`config.mk`:
```
export PLATFORM = sky130hd
export DESIGN_NAME = time_set_controller
export DESIGN_NICKNAME = d
export VERILOG_FILES = /design/src/rtl/time_set_controller.sv
export SDC_FILE = /design/constraint.sdc
export NUM_CORES = 1
export LEC_CHECK = 0
export CORE_MARGIN = 4
export CORE_UTILIZATION = 40
export DETAILED_ROUTE_END_ITERATION = 10
export HOLD_SLACK_MARGIN = 0.06
export PLACE_DENSITY = 0.53
export SLEW_MARGIN = 0
export SYNTH_ARGS = -nofsm -noshare
export SYNTH_HDL_FRONTEND = slang
export SYNTH_SLANG_ARGS = --single-unit
```
`constraint.sdc`:
```
create_clock -name clock -period 2.86 [get_ports clock]
set_input_delay 0.572 -clock clock [delete_from_list [all_inputs] [get_ports clock]]
set_output_delay 0.572 -clock clock [all_outputs]
set_load 0.05 [all_outputs]
```
`src/rtl/time_set_controller.sv`:
```
// ============================================================================
// time_set_controller
//
// Mode/set sequencer for an HH:MM:SS display clock.
//
// MODE steps RUN -> SET_HOURS -> SET_MINUTES -> SET_SECONDS -> RUN.
// INC adjusts the field being set. A press strobes the field once. Holding
// INC auto-repeats after REPEAT_DELAY cycles, then every REPEAT_PERIOD cycles.
// While a field is being set, its seven-segment digit pair blinks.
//
// Ports
//   clock       in   1  system clock, rising edge active
//   reset_n     in   1  asynchronous active-low reset
//   mode_btn_n  in   1  raw MODE pushbutton, active-low, asynchronous
//   inc_btn_n   in   1  raw INC pushbutton, active-low, asynchronous
//   run_en      out  1  1 = time counter runs, 0 = counting frozen
//   hours_m     out  1  one-cycle strobe: increment hours
//   minutes_m   out  1  one-cycle strobe: increment minutes
//   seconds_m   out  1  one-cycle strobe: increment seconds
//   blank_mask  out  6  bit i blanks digit i (1:0 sec, 3:2 min, 5:4 hours)
//   mode        out  2  0=RUN, 1=SET_HOURS, 2=SET_MINUTES, 3=SET_SECONDS
// ============================================================================
module time_set_controller #(
    parameter int DEBOUNCE_CYCLES = 500000,
    parameter int REPEAT_DELAY    = 25000000,
    parameter int REPEAT_PERIOD   = 5000000,
    parameter int BLINK_PERIOD    = 12500000
) (
    input  logic       clock,
    input  logic       reset_n,
    input  logic       mode_btn_n,
    input  logic       inc_btn_n,
    output logic       run_en,
    output logic       hours_m,
    output logic       minutes_m,
    output logic       seconds_m,
    output logic [5:0] blank_mask,
    output logic [1:0] mode
);

    localparam int DB_W    = $clog2(DEBOUNCE_CYCLES + 1);
    localparam int REP_MAX = (REPEAT_DELAY > REPEAT_PERIOD) ? REPEAT_DELAY : REPEAT_PERIOD;
    localparam int REP_W   = $clog2(REP_MAX + 1);
    localparam int BLK_W   = $clog2(BLINK_PERIOD + 1);

    localparam logic [1:0] ST_RUN     = 2'd0;
    localparam logic [1:0] ST_HOURS   = 2'd1;
    localparam logic [1:0] ST_MINUTES = 2'd2;
    localparam logic [1:0] ST_SECONDS = 2'd3;

    // Button index 0 is MODE, index 1 is INC.
    logic [1:0]            r_sync1;
    logic [1:0]            r_sync2;
    logic [1:0]            r_deb;
    logic [1:0]            r_press;
    logic [1:0][DB_W-1:0]  r_db_cnt;

    logic [1:0]            r_state;
    logic                  r_run_en;
    logic                  r_hours_m;
    logic                  r_minutes_m;
    logic                  r_seconds_m;

    logic                  r_held;
    logic                  r_first_done;
    logic [REP_W-1:0]      r_rep_cnt;

    logic [BLK_W-1:0]      r_blink_cnt;
    logic                  r_phase;

    logic                  w_mode_press;
    logic                  w_inc_press;
    logic                  w_inc_down;
    logic [REP_W-1:0]      w_rep_target;
    logic                  w_repeat;
    logic                  w_fire;

    // Two-flop synchronizers plus debounce. The debounced level flips only
    // after DEBOUNCE_CYCLES+1 consecutive mismatching samples; the press
    // pulse is registered at the same edge the level falls.
    always_ff @(posedge clock or negedge reset_n) begin
        if (!reset_n) begin
            r_sync1  <= '0;
            r_sync2  <= '0;
            r_deb    <= 2'b11;
            r_press  <= '0;
            r_db_cnt <= '0;
        end else begin
            r_sync1 <= {inc_btn_n, mode_btn_n};
            r_sync2 <= r_sync1;
            for (int b = 0; b < 2; b++) begin
                r_press[b] <= 1'b0;
                if (r_sync2[b] == r_deb[b]) begin
                    r_db_cnt[b] <= '0;
                end else if (r_db_cnt[b] == DB_W'(DEBOUNCE_CYCLES)) begin
                    r_deb[b]    <= r_sync2[b];
                    r_db_cnt[b] <= '0;
                    r_press[b]  <= ~r_sync2[b];
                end else begin
                    r_db_cnt[b] <= r_db_cnt[b] + DB_W'(1);
                end
            end
        end
    end

    assign w_mode_press = r_press[0];
    assign w_inc_press  = r_press[1];
    assign w_inc_down   = ~r_deb[1];

    // The first repeat waits the long delay; later ones use the short period.
    assign w_rep_target = r_first_done ? REP_W'(REPEAT_PERIOD) : REP_W'(REPEAT_DELAY);
    assign w_repeat     = r_held & w_inc_down & (r_rep_cnt == w_rep_target);

    // MODE has priority: an INC press or repeat landing with it is dropped.
    assign w_fire = (r_state != ST_RUN) & ~w_mode_press & (w_inc_press | w_repeat);

    // Mode sequencer; run_en is registered alongside so both change together.
    always_ff @(posedge clock or negedge reset_n) begin
        if (!reset_n) begin
            r_state  <= ST_RUN;
            r_run_en <= 1'b1;
        end else if (w_mode_press) begin
            case (r_state)
                ST_RUN:     begin r_state <= ST_HOURS;   r_run_en <= 1'b0; end
                ST_HOURS:   begin r_state <= ST_MINUTES; r_run_en <= 1'b0; end
                ST_MINUTES: begin r_state <= ST_SECONDS; r_run_en <= 1'b0; end
                default:    begin r_state <= ST_RUN;     r_run_en <= 1'b1; end
            endcase
        end
    end

    // Field strobes: one registered pulse routed by the current state.
    always_ff @(posedge clock or negedge reset_n) begin
        if (!reset_n) begin
            r_hours_m   <= 1'b0;
            r_minutes_m <= 1'b0;
            r_seconds_m <= 1'b0;
        end else begin
            r_hours_m   <= w_fire & (r_state == ST_HOURS);
            r_minutes_m <= w_fire & (r_state == ST_MINUTES);
            r_seconds_m <= w_fire & (r_state == ST_SECONDS);
        end
    end

    // Auto-repeat tracking. r_held arms only on a real press in a set state,
    // so INC held across a mode change stays inert until released and
    // pressed again. The counter holds cycles since the last strobe.
    always_ff @(posedge clock or negedge reset_n) begin
        if (!reset_n) begin
            r_held       <= 1'b0;
            r_first_done <= 1'b0;
            r_rep_cnt    <= '0;
        end else if (w_mode_press || (r_state == ST_RUN) || !w_inc_down) begin
            r_held       <= 1'b0;
            r_first_done <= 1'b0;
            r_rep_cnt    <= '0;
        end else if (w_inc_press) begin
            r_held       <= 1'b1;
            r_first_done <= 1'b0;
            r_rep_cnt    <= REP_W'(1);
        end else if (w_repeat) begin
            r_first_done <= 1'b1;
            r_rep_cnt    <= REP_W'(1);
        end else if (r_held && (r_rep_cnt != REP_W'(REP_MAX))) begin
            r_rep_cnt <= r_rep_cnt + REP_W'(1);
        end
    end

    // Blink phase. It restarts visible on every mode change and every strobe,
    // so the digits stay lit while the user is adjusting them.
    always_ff @(posedge clock or negedge reset_n) begin
        if (!reset_n) begin
            r_blink_cnt <= '0;
            r_phase     <= 1'b0;
        end else if (w_mode_press || w_fire || (r_state == ST_RUN)) begin
            r_blink_cnt <= '0;
            r_phase     <= 1'b0;
        end else if (r_blink_cnt >= BLK_W'(BLINK_PERIOD - 1)) begin
            r_blink_cnt <= '0;
            r_phase     <= ~r_phase;
        end else begin
            r_blink_cnt <= r_blink_cnt + BLK_W'(1);
        end
    end

    always_comb begin
        blank_mask = 6'b000000;
        case (r_state)
            ST_HOURS:   blank_mask = {r_phase, r_phase, 4'b0000};
            ST_MINUTES: blank_mask = {2'b00, r_phase, r_phase, 2'b00};
            ST_SECONDS: blank_mask = {4'b0000, r_phase, r_phase};
            default:    blank_mask = 6'b000000;
        endcase
    end

    assign run_en    = r_run_en;
    assign mode      = r_state;
    assign hours_m   = r_hours_m;
    assign minutes_m = r_minutes_m;
    assign seconds_m = r_seconds_m;

endmodule

```
[After elaboration in Yosys (flattened, before gate mapping)]
Index checks and enable logic that the tools add are counted.
W data, S select, Z words.
Storage, ports and cells
  bits of input ports: 4
  logic and storage cells: 85
  bits in registers: 104
  output and inout port bits: 12
Operators by class
  $lt $le $gt $ge: 1
  muxes and demuxes: 25
  eq/ne operators: 9
  $add $sub $neg: 4
  reduce and logical (&&, ||, !) cells: 14
  bitwise logic cells: 15
Operators by type and width (count)
  $mux W25: 5
  $mux W19: 4
  $mux W24: 2
  $add A19 B1 Y19 const B: 2
  $eq A19 B19 Y1 const B: 2
  $add A25 B1 Y25 const B: 1
  $eq A25 B25 Y1: 1
  $ne A25 B25 Y1 const B: 1
  $add A24 B1 Y24 const B: 1
  $ge A24 B24 Y1 const B: 1
  $pmux W6 S3: 1
  $mux W1: 12
  $and A1 B1 Y1: 7
  $not A1 Y1: 7
  $pmux W2 S3: 1
  $reduce_bool A2 Y1: 3
  $eq A2 B2 Y1 const B: 2
  $logic_or A1 B1 Y1: 4
  $reduce_and A2 Y1: 2
  $reduce_bool A4 Y1: 1
  $reduce_bool A3 Y1: 1
  $reduce_or A3 Y1: 1
  $eq A1 B1 Y1: 2
  $eq A2 B1 Y1 const B: 1
  other kinds (3): 3

[Longest topological paths before layout]
Gate-level depths: netlist of the first run.
  depth in word-level cells: 8
  depth in mapped cells: 9
  gate-level depth less buffers: 7

[Worst setup path after synthesis of the first run]
Ideal clock, no wire load.
  path kind: register -> output
  from: register r_state[0], in the netlist mode[0]
  to: output blank_mask[3]
  data required time: 2.288 ns
  stages on the path, launching flop included: 5
  slack: 0.427 ns
  arrival: 1.861 ns
  buffers on the path: 1
  path through: dfrtp_1 -> inv_1 -> ha_1 -> and3b_1 -> buf_4
On the way
  longest elaborated chain between the ends: 2
  elaborated cells between the ends (all ways): 4
  those cells by class: 3 x eq/ne; 1 x mux
Ends and longest elaborated chain
  start, declared: RTL line 58  | logic [1:0] r_state;
  start signal, assigned: RTL line 120  | r_state <= ST_RUN;
  start signal, assigned: RTL line 124  | ST_RUN: begin r_state <= ST_HOURS; r_run_en <= 1'b0; end
  start signal, assigned: RTL line 125  | ST_HOURS: begin r_state <= ST_MINUTES; r_run_en <= 1'b0; end
  $eq A2 B2 Y1 or $eq A2 B1 Y1 (tied branches): RTL line 188  | case (r_state)
  $pmux W6 S3 (*): RTL line 188
  end, declared: RTL line 37  | output logic [5:0] blank_mask,
Mark *: on every way between the ends. The rest lies on a longest branch, timed or not.

[Worst setup path after layout of the first run]
  from: register r_state[0], in the netlist mode[0]
  to: output blank_mask[5]
Same word-level chain as after synthesis.

==> results.toml, run 1 <==
[setup_path]
r2r-start = "r_rep_cnt[0]"
max_stage_delay_ns = 0.80
cp.required_ns = 2.29
r2r_cells = 8
end_kind = "primary output"
path_class = "flop to primary output"
r2r_slack_ns = 0.66
critPathMaxFanout = 4
cp_top_family = "buffers and inverters"
arrival_ns = 2.08
slowest_stage = "clkdlybuf4s50_1"
crit_buf_inv = 2
path_cells = "inv_1 -> ha_1 -> and3b_1 -> clkdlybuf4s50_1"
rr_endpoint = "r_blink_cnt[3]"
start_kind = "flop"

[global_route]
grt_util_all_layers_pct = 14.46
antenna_found_initial = 0
grt_max_degree = 52
grt_first_pass_wirelength_microns = 17020
grt_pass1_vias = 3508
overflow = 0

[timing]
rsz0062_at_grt = "false"
maxSlewViolCount = 0
final-hold-violation-count = 0
timing.final.crit_share_pct = 92.65
skew_ns = 0.01044
holdWs_ns = 0.1367
max_slew_margin_pct = 45.59
setup_ws_ns = 0.2102
setup_viol_count_final = 0
setup_tns_ns = 0
period_needed_ns = 2.650
max_slew.worst_pin.slew_ns = 0.8087
fmax_mhz = 377.4

[synthesis]
synthArstFlopShare_pct = 100.0
ys_ff_latch = 104
synthCells = 516
ys_warn_count = 0
synthMuxAreaShare_pct = 1.041
yosys.area.top_type = "dfrtp_1"
synth.area.top_cells = "dfrtp_1 49%, xor2_1 7.8%, nor2_1 7.3%"
synth_common_cells = "101 x dfrtp_1, 100 x nor2_1, 46 x xor2_1, 35 x xnor2_1, 30 x nand2_1"
synth_most_common_cell = "dfrtp_1"
yosys.area_share.simple_pct = 25.95
synth_compound_area_share_pct = 2.348
avgSynthCellArea_sq_um = 10.02
synth_top_family_by_area = "simple AND/OR/NAND/NOR gates"
synth_adder_area_share_pct = 2.905
synth_xor_area_share_pct = 13.73
synth_area_sq_um = 5169
synth.distinct_cells = 48
synth_nets = 532
synth_top_area_share_pct = 48.90
synth-main-ff-cell = "dfrtp_1"
yosysSeqAreaShare_pct = 50.42
synth_edf_count = 0

[clock_network]
clock-root-buffer = "clkbuf_16"
cts_setup_buffers = 0
clk_pin_slew_worst_paths_ns = 0.06
htreeDepth = 3
cts-resized-gates = 0
clock_path_buffers = 2
cts_sinks = 104
clock_latency_ns = 0.35
cts_tree = "yes"
hold_buffers = 0
cts_buffers = 9

[floorplanning]
core_area_sq_um = 12620
die_h_microns = 121.7
die-area_sq_um = 14800
die_width_microns = 121.7
initial_utilization_pct = 40.96
pin_count = 16
rows = 41

[layout]
fill_cells = 1254
fin_util_pct = 45.44
drive_gt1_share_pct = 6.391
final_cell_area_sq_um = 5734
finalNetCount = 545
area_growth_pct = 10.94
n_antenna_cell = 0

[placement]
gp_congestion = 0.7762
place_ws_ns = 0.5555
io_buffers = 15
dp_hpwl_microns = 6767
placed_area_sq_um = 5455

[run]
max-cap-violations = 0

[routing]
routed_wirelength_microns = 9875
ant_nets = 0
drtPass1Iterations = 4
wl_per_cell_microns = 14.03
vias = 3539
via_per_inst = 5.027
first_iter_violations = 191
drc = 0

[worst_hold_path]
hp-class = "input port to asynchronous set/reset pin"

[status]
outcome = "completed"

[power_and_ir_drop]
p_per_area_nw_per_um2 = 477.8
p_leak_nw = 2.314
ir_drop_mv = 0.3856
-- cells by family (layout without fill, tap and decap cells) --
family | Yosys count | count (layout)
adders and majority gates | 12 | 12
muxes | 5 | 5
xor gates and xnor gates | 81 | 81
and+or+nand+nor | 265 | 265
DFF | 104 | 104
buffers and inverters | 34 | 50
AOI/OAI and AO/OA | 15 | 15
-- layout by cell type (no fill, tap or decap), types with 12 or more instances in the layout --
cell type and n:
and3_1 17, clkdlybuf4s50_1 14, dfrtp_1 101, ha_1 12, inv_1 16, nand2_1 30, nand3_1 29, nand4_1 24
nor2_1 100, nor3_1 18, xnor2_1 35, xor2_1 46
-- registers in the layout, summed over array words and instances, names as in the netlist, 2 cells and up --
name         flops
r_press          2
mode             2
r_db_cnt        38
r_deb            2
r_rep_cnt       25
r_sync2          2
r_sync1          2
r_blink_cnt     24
-- through the flow --
step	std cells	power [W]
after floorplan	516	0.001536
final	704	0.002740
after CTS	704	0.002794
after global routing	704	0.002871
after detailed placement	690	0.001582
after global placement	690	0.001581
-- how the worst max path moves through the flow --
stage | startpoint | endpoint | slack [ns] | cells past startpoint
2_1_floorplan | mode[0] | blank_mask[3] | 0.43 | 4
3_3_place_gp | mode[0] | blank_mask[2] | 0.60 | 4
3_5_place_dp | mode[0] | blank_mask[5] | 0.56 | 4
4_1_cts | mode[0] | blank_mask[5] | 0.17 | 4
5_1_grt | mode[0] | blank_mask[4] | 0.08 | 4
6_report | mode[0] | blank_mask[5] | 0.21 | 4
-- routing by layer --
| layer | share of wire, % | GRT usage, % | vias to the layer above |
|---|---|---|---|
| met3 | 3.0 | 4.039 | 6 |
| met5 | 0 | 0 | - |
| met2 | 47 | 23.32 | 28 |
| li1 | - | - | 1770 |
| met1 | 48 | 18.89 | 1735 |
| met4 | 1.1 | 4.762 | 0 |
-- where the power goes --
group	switching (W)	internal [W]	total, W
Sequential	0.00000996	0.00148	0.00149
Combinational	0.0000442	0.0000160	0.0000601
Clock	0.000519	0.000671	0.00119
-- cell type report --
cell class | count | area [sq um] | area share (%)
clock inverter | 3 | 46.29 | 0.8073
timing repair buffer | 20 | 197.7 | 3.448
tap | 172 | 215.2 | 3.753
sequential | 104 | 2606 | 45.45
inverter | 16 | 60.06 | 1.047
multi-input combinational | 378 | 2376 | 41.44
clock buffer | 11 | 232.7 | 4.058
No activity file was read; power rests on OpenSTA's default activity.
==> run 2, diff against run 1 <==
--- a/config.mk
+++ b/config.mk
@@ -10,6 +10,7 @@
 export DETAILED_ROUTE_END_ITERATION = 10
 export HOLD_SLACK_MARGIN = 0.06
 export PLACE_DENSITY = 0.53
+export SKIP_LAST_GASP = 1
 export SLEW_MARGIN = 0
 export SYNTH_ARGS = -nofsm -noshare
 export SYNTH_HDL_FRONTEND = slang
==> results of run 2 <==
No change in the layout: final DEF, timing and power equal those of run 1.
==> run 3, diff against run 2 <==
--- a/config.mk
+++ b/config.mk
@@ -5,12 +5,10 @@
 export SDC_FILE = /design/constraint.sdc
 export NUM_CORES = 1
 export LEC_CHECK = 0
-export CORE_MARGIN = 4
 export CORE_UTILIZATION = 40
 export DETAILED_ROUTE_END_ITERATION = 10
 export HOLD_SLACK_MARGIN = 0.06
 export PLACE_DENSITY = 0.53
-export SKIP_LAST_GASP = 1
 export SLEW_MARGIN = 0
 export SYNTH_ARGS = -nofsm -noshare
 export SYNTH_HDL_FRONTEND = slang
==> run 3 against run 2 <==
Net effect:
- register-to-register slack got worse by 0.03 ns
- power rose by 5.2%
- non-clock buffer count fell by 1
- cell count rose by 0.14%
- utilization rose by 0.28 points
- clock power rose by 12%
- largest power group unchanged
- critical path type unchanged
==> results.toml, run 3 (same netlist as run 1, synthesis figures left out) <==
[status]
outcome = "completed"

[placement]
dp_hpwl_microns = 6615
gp_congestion = 0.7827
io_buffers = 15
place_ws_ns = 0.5379
dp.cells = 689

[floorplanning]
core_area_sq_um = 12620
initial_utilization_pct = 40.96
die_width_microns = 115.7
die-area_sq_um = 13380
rows = 41
pin_count = 16
die_h_microns = 115.7

[setup_path]
path_cells = "inv_1 -> ha_1 -> and3b_1 -> clkdlybuf4s50_1"
cp.required_ns = 2.29
crit_buf_inv = 2
worst-path-stages = 4
critPathMaxFanout = 4
max_stage_delay_ns = 0.80
slowest_stage = "clkdlybuf4s50_1"
path_class = "flop to primary output"
startpoint = "mode[0]"
end_kind = "primary output"
r2r_cells = 8
start_kind = "flop"
arrival_ns = 2.11
r2r-start = "r_rep_cnt[0]"
rr_endpoint = "r_blink_cnt[13]"
cp-endpoint = "blank_mask[3]"
r2r_slack_ns = 0.63
cp_top_family = "buffers and inverters"

[global_route]
antenna_found_initial = 0
grtUsageMet1_pct = 21.31
grt_pass1_vias = 3590
gr-usage-met2_pct = 27.62
grt_first_pass_wirelength_microns = 17370
grt_util_all_layers_pct = 16.80
overflow = 0
grt_busiest_layer = "met2"
grtUsageMet3_pct = 5.596
grt_max_degree = 65

[power_and_ir_drop]
p_leak_nw = 2.337
p_total_w = 0.002882
ir_drop_mv = 0.4241
p_per_area_nw_per_um2 = 499.5

[run]
max-cap-violations = 0

[clock_network]
cts_buffers = 9
cts_sinks = 104
clk_pin_slew_worst_paths_ns = 0.07
clock-root-buffer = "clkbuf_16"
cts_setup_buffers = 0
clock_latency_ns = 0.35
hold_buffers = 0
clock_path_buffers = 2
cts-resized-gates = 0
cts_tree = "yes"
htreeDepth = 3

[layout]
top_register = "r_db_cnt"
instances_no_fill = 705
reg_top3 = "r_db_cnt x38, r_rep_cnt x25, r_blink_cnt x24"
layout_commonest_cell = "dfrtp_1"
multi_input_area_sq_um = 2376
n_antenna_cell = 0
area_growth_pct = 11.62
finalNetCount = 544
layout_common_cells = "101 x dfrtp_1, 100 x nor2_1, 46 x xor2_1"
regArea_sq_um = 2606
largest_register_ffs = 38
fill_cells = 1230
drive_gt1_share_pct = 6.754

[timing]
rsz0062_at_grt = "false"
skew_ns = 0.006419
period_needed_ns = 2.679
fmax_mhz = 373.3
timing.final.crit_share_pct = 93.67
max_slew_margin_pct = 43.74
maxSlewViolCount = 0
setup_ws_ns = 0.1810
setup_tns_ns = 0
max_slew.worst_pin.slew_ns = 0.8362
final-hold-violation-count = 0
setup_viol_count_final = 0

[routing]
vias = 3550
drtPass1Iterations = 4
via_per_inst = 5.035
first_iter_violations = 163
drc = 0
wl_per_cell_microns = 14.02
routed_wirelength_microns = 9886
ant_nets = 0

[worst_hold_path]
hp-class = "input port to asynchronous set/reset pin"
run 3: final cells by class:
class                   instances  share of cell area (%)
inverters                      16                   1.041
repair buffers                 19                   3.296
clock buffers                  11                   4.207
flip-flops and latches        104                   45.17
multi-input cells             378                   41.18
well taps                     172                   3.730
clock inverters                 5                   1.366
run 3: how the worst min path moves through the flow:
stage                           from           end  slack [ns]  cells after the start
final                        reset_n  r_db_cnt[32]        0.21                      1
after detailed placement  r_sync1[1]    r_sync2[1]        0.34                      0
after CTS                    reset_n  r_db_cnt[26]        0.22                      1
after floorplan              reset_n       hours_m        0.28                      0
after global placement    r_sync1[0]    r_sync2[0]        0.34                      0
after global routing         reset_n  r_db_cnt[32]        0.24                      1
run 3: layer usage:
metal | wire [microns] | up-vias | share of wire (%)
met5 | 0 | - | 0
met4 | 111 | 0 | 1.1
met3 | 342 | 7 | 3.5
met2 | 4673 | 41 | 47
met1 | 4759 | 1734 | 48
li1 | - | 1768 | -
run 3: report_power, final:
| part | leakage (nW) | switching, W | internal [W] |
|---|---|---|---|
| Clock | 0.160 | 0.000542 | 0.000792 |
| Sequential | 1.43 | 0.0000101 | 0.00148 |
| Combinational | 0.749 | 0.0000435 | 0.0000152 |
| Total | 2.34 | 0.000595 | 0.00229 |
run 3: per-stage QoR:
step                      utilization (%)  area (sq um)  hold WS (ns)
after floorplan                         -          5169        0.2764
after detailed placement            43.17          5448        0.3363
after global routing                45.72          5769        0.2419
after CTS                           45.72          5769        0.2172
final                               45.72          5769        0.2061
after global placement              43.17          5448        0.3375
